**config.mk**
```make
export PLATFORM = sky130hd
export DESIGN_NAME = morse_tap_decoder
export DESIGN_NICKNAME = d
export VERILOG_FILES = /design/src/rtl/morse_tap_decoder.sv
export SDC_FILE = /design/constraint.sdc
export NUM_CORES = 1
export LEC_CHECK = 0
export CORE_ASPECT_RATIO = 1.25
export CORE_MARGIN = 10
export CORE_UTILIZATION = 30
export CTS_CLUSTER_DIAMETER = 80
export DETAILED_ROUTE_END_ITERATION = 10
export DONT_BUFFER_PORTS = 1
export PLACE_DENSITY = 0.43
export SYNTH_ARGS = -nofsm -noshare
export SYNTH_HDL_FRONTEND = slang
export SYNTH_SLANG_ARGS = --single-unit
export TNS_END_PERCENT = 1
```
**constraint.sdc**
```tcl
create_clock -name clk -period 2.2 [get_ports clk]
set_input_delay 0.44 -clock clk [delete_from_list [all_inputs] [get_ports clk]]
set_output_delay 0.44 -clock clk [all_outputs]
set_load 0.1 [all_outputs]
```
**src/rtl/morse_tap_decoder.sv**
```systemverilog
// morse_tap_decoder: debounces a Morse key and turns press/release durations into dot, dash and gap strobes
module morse_tap_decoder #(
    parameter int DEBOUNCE_TICKS = 5,
    parameter int DOT_MAX_TICKS  = 200,
    parameter int CHAR_GAP_TICKS = 300,
    parameter int WORD_GAP_TICKS = 700,
    parameter int CNT_W          = 10
) (
    input  logic       clk,
    input  logic       rst,
    input  logic       tick,
    input  logic       key,
    output logic [1:0] tap,
    output logic       tap_valid,
    output logic       char_end,
    output logic       word_end,
    output logic       key_db
);
    typedef enum logic [1:0] {IDLE, PRESS, GAP} state_t;

    localparam logic [CNT_W-1:0] DB_LAST   = CNT_W'(DEBOUNCE_TICKS - 1);
    localparam logic [CNT_W-1:0] DOT_MAX   = CNT_W'(DOT_MAX_TICKS);
    localparam logic [CNT_W-1:0] CHAR_LAST = CNT_W'(CHAR_GAP_TICKS - 1);
    localparam logic [CNT_W-1:0] WORD_LAST = CNT_W'(WORD_GAP_TICKS - 1);

    state_t           state, state_n;
    logic [1:0]       sync;
    logic [CNT_W-1:0] db_cnt, dur, dur_n, dur_inc;
    logic             key_db_q, rise, fall;
    logic [1:0]       tap_n;
    logic             tap_valid_n, char_end_n, word_end_n;

    assign rise    = key_db & ~key_db_q;
    assign fall    = ~key_db & key_db_q;
    assign dur_inc = (tick && dur != '1) ? dur + 1'b1 : dur;

    // two-flop synchronizer on the raw key plus a delayed copy of key_db for edge detection
    always_ff @(posedge clk) begin
        if (rst) begin
            sync     <= '0;
            key_db_q <= 1'b0;
        end else begin
            sync     <= {sync[0], key};
            key_db_q <= key_db;
        end
    end

    // debounce: key_db flips only after the synchronized key disagrees for DEBOUNCE_TICKS ticks
    always_ff @(posedge clk) begin
        if (rst) begin
            db_cnt <= '0;
            key_db <= 1'b0;
        end else if (sync[1] == key_db) begin
            db_cnt <= '0;
        end else if (tick) begin
            if (db_cnt == DB_LAST) begin
                key_db <= ~key_db;
                db_cnt <= '0;
            end else begin
                db_cnt <= db_cnt + 1'b1;
            end
        end
    end

    // decoder next-state: edges restart dur; gap thresholds fire on the tick that reaches them
    always_comb begin
        state_n     = state;
        dur_n       = dur;
        tap_n       = tap;
        tap_valid_n = 1'b0;
        char_end_n  = 1'b0;
        word_end_n  = 1'b0;
        case (state)
            IDLE: begin
                dur_n   = '0;
                state_n = rise ? PRESS : IDLE;
            end
            PRESS: begin
                if (fall) begin
                    tap_n       = (dur < DOT_MAX) ? 2'd2 : 2'd1;
                    tap_valid_n = 1'b1;
                    state_n     = GAP;
                    dur_n       = '0;
                end else begin
                    dur_n = dur_inc;
                end
            end
            GAP: begin
                if (rise) begin
                    state_n = PRESS;
                    dur_n   = '0;
                end else if (tick && dur == WORD_LAST) begin
                    word_end_n = 1'b1;
                    state_n    = IDLE;
                    dur_n      = '0;
                end else begin
                    dur_n = dur_inc;
                    if (tick && dur == CHAR_LAST) begin
                        tap_n       = 2'd0;
                        tap_valid_n = 1'b1;
                        char_end_n  = 1'b1;
                    end
                end
            end
            default: begin
                state_n = IDLE;
                dur_n   = '0;
            end
        endcase
    end

    // decoder state, duration counter and registered strobes
    always_ff @(posedge clk) begin
        if (rst) begin
            state     <= IDLE;
            dur       <= '0;
            tap       <= 2'd0;
            tap_valid <= 1'b0;
            char_end  <= 1'b0;
            word_end  <= 1'b0;
        end else begin
            state     <= state_n;
            dur       <= dur_n;
            tap       <= tap_n;
            tap_valid <= tap_valid_n;
            char_end  <= char_end_n;
            word_end  <= word_end_n;
        end
    end
endmodule
```
==> out/qor.csv <==
stage;metric;value;unit
run_status;outcome;finished clean;
setup_path;critPathCaptureType;register;
routing;routed_wl;3104;µm
setup_path;worstPathCellList;ha_1 -> nand4b_4 -> nor4b_4 -> nand3_2 -> a21boi_2 -> mux2_1;
hold_path;min_from;rst;
timing;setup_viol;0;
setup_path;crit_buf_inv;0;
clocking;ctsHoldBuffers;0;
timing;fmax;0.5501;GHz
synthesis;synth_cells;171;
routing;wl_met3;81;µm
power;ir_drop;0.1972;mV
placed_design;placed_cells;233;
global_route;grt_pass1_wl;5451;µm
layout;layout_commonest_cell;dfxtp_1;
synthesis;yosys.cell_types.count;40;
synthesis;syn_area;1568;µm²
clocking;cts_root_buffer;clkbuf_8;
routing;routedWlPerCell;12.88;µm
clocking;cts_setup_buffers;0;
timing;skew;0.005125;ns
layout;finalNetCount;189;
timing;relSlewSlack;74.24;%
floorplanning;num_rows;29;
routing;wl_met2;1478;µm
routing;top_layer_used;met4;
power;power.density;583.1;nW/µm²
clocking;cts.sinks;31;
global_route;antenna_found_initial;0;
routing;met1Wirelength;1488;µm
timing;tns;0;ns
global_route;overflow;0;
floorplanning;die_w;84.66;µm
global_route;grt_pass1_vias;1175;
clocking;cts_buffers;5;
timing;hold_viol_final;0;
clocking;cts.clk_slew.worst_paths;0.07;ns
floorplanning;io_pins;10;
setup_path;r2r_start;dur[0];
routing;first_pass_iters;4;
setup_path;crit_path_top_delay_cell;dfxtp_1;
routing;via_count;1176;
setup_path;startpoint_type;register;
routing;vias_per_cell;4.880;
clocking;clk_path_buf_depth;2;
power;leakage;0.5956;nW
routing;drc;0;
setup_path;crit_path_start;dur[0];
clocking;clk-insertion-delay-late;0.28;ns
setup_path;crit_required;2.37;ns
layout;finalNonFillerCells;241;
synthesis;synth_seq_area_share;39.58;%
setup_path;cp_top_family;simple AND/OR/NAND/NOR gates;
hold_path;hold_class;input pin to register;
layout;layout-drive-gt1-share;16.76;%
synthesis;synth-seq-cells;31;
timing;finalCritPeriodShare;82.63;%
floorplanning;dieArea;8536;µm²
synthesis;yosys_warnings;0;
floorplanning;start_util;30.86;%
layout;n_antenna_cell;0;
global_route;grt_max_degree;15;
timing;drv_slew;0;
job;cap_violations;0;
routing;antenna_left;0;
setup_path;criticalPathCategory;register to register;
floorplanning;design.core.area;5080;µm²
clocking;tritoncts;done;
global_route;grt_usage;7.705;%
setup_path;crit_fanout;3;
synthesis;avgSynthCellArea;9.168;µm²
timing;tightest_slew;0.3811;ns
layout;final_cell_mix;dfxtp_1, nor2_1, nand2_1, nor2_2;
setup_path;max_stage_delay;0.37;ns
synthesis;synth_nets;182;
clocking;htreeDepth;2;
layout;area_delta_synth_final;11.01;%
routing;drt-initial-drc-count;64;
setup_path;arrival;1.99;ns
placed_design;port_buffers;0;
placed_design;detailed_place_hpwl;2297;µm
placed_design;routabilityCongestion;0.7874;
timing;grt_setup_unrepaired;no;
timing;period_needed;1.818;ns
floorplanning;die_h;100.8;µm
clocking;cts_resized;0;
==> sequential cells by signal, summed over array words and instances (netlist names) <==
signal,flops
key_db,1
key_db_q,1
char_end,1
dur,10
db_cnt,10
tap_valid,1
state,2
sync,2
tap,2
word_end,1
==> worst register-to-register path: stages (launching register included) <==
cell	delay (ns)
dfxtp_1	0.37
ha_1	0.23
nand4b_4	0.13
nor4b_4	0.30
nand3_2	0.15
a21boi_2	0.19
mux2_1	0.34
==> Yosys cell counts <==
cell / number / share of area, %
a211oi_1: 3 / 1.4
a21boi_2: 1 / 0.72
a21o_1: 1 / 0.48
a21oi_1: 7 / 2.2
a311oi_1: 1 / 0.56
a31oi_1: 2 / 0.80
and2_1: 2 / 0.80
and3_1: 3 / 1.2
and4_1: 2 / 1.1
buf_2: 1 / 0.32
buf_4: 2 / 0.96
buf_6: 1 / 0.72
clkbuf_1: 4 / 0.96
dfxtp_1: 31 / 40
ha_1: 7 / 5.6
inv_1: 5 / 1.2
mux2_1: 1 / 0.72
mux2i_1: 4 / 2.6
nand2_1: 10 / 2.4
nand2b_1: 5 / 2.0
nand3_1: 9 / 2.9
nand3_2: 1 / 0.64
nand3b_1: 1 / 0.48
nand4_1: 3 / 1.2
nand4b_1: 1 / 0.56
nand4b_4: 1 / 1.5
nor2_1: 16 / 3.8
nor2_2: 10 / 4.0
nor2b_1: 7 / 2.8
nor3_1: 6 / 1.9
nor3b_1: 1 / 0.48
nor4_2: 1 / 0.80
nor4b_1: 1 / 0.56
nor4b_4: 1 / 1.5
o211ai_1: 1 / 0.48
o31ai_2: 1 / 0.80
or3_1: 1 / 0.40
or4_1: 1 / 0.48
xnor2_1: 9 / 5.0
xor2_1: 6 / 3.4
==> power breakdown <==
group          switching [mW]  internal, mW  total, mW
Sequential            0.00108         0.563      0.564
Combinational         0.00498       0.00586     0.0108
Clock                   0.218         0.222      0.440
==> cell type report <==
type / instances / area [µm²]
Fill cell: 547 / 3339
Multi-Input combinational cell: 127 / 882.1
Sequential cell: 31 / 620.6
Tap cell: 62 / 77.57
Clock buffer: 7 / 76.32
Timing Repair Buffer: 8 / 60.06
Inverter: 5 / 18.77
Clock inverter: 1 / 5.005
==> worst paths after layout <==
kind	end	slack [ns]	depth (start not counted)
worst max register to register	tap[0]	0.38	6
worst min-delay path	sync[0]	0.22	1
worst min register to register	sync[1]	0.47	1
worst max-delay path	tap[0]	0.38	6
==> per-stage QoR <==
step	area, µm²	power, mW	hold WS [ns]	setup slack (ns)	util [%]
6_report	1740	1.015	0.2208	0.3821	34.26
2_1_floorplan	1568	0.5914	0.4138	0.2270	-
4_1_cts	1740	1.030	0.2073	0.3616	34.26
3_3_place_gp	1659	0.5877	0.4345	0.4324	32.66
3_5_place_dp	1659	0.5878	0.4514	0.3734	32.66
5_1_grt	1740	1.051	0.2075	0.2412	34.26
==> metal layers <==
layer | vias up | GRT usage (%)
met5 | - | 0
met4 | 0 | 4.188
met2 | 12 | 12.62
met3 | 5 | 2.023
met1 | 561 | 8.918
li1 | 598 | -
==> cells by family after synthesis <==
kind of cell             share of synthesized area [%]
AO/OA/AOI/OAI                                    7.502
buffers and inverters                            4.149
AND/OR/NAND/NOR                                  31.53
adder cells (fa/ha/maj)                          5.586
XOR/XNOR                                         8.380
multiplexers                                     3.272
flip-flops                                       39.59
(Power assumes the default switching activity.)
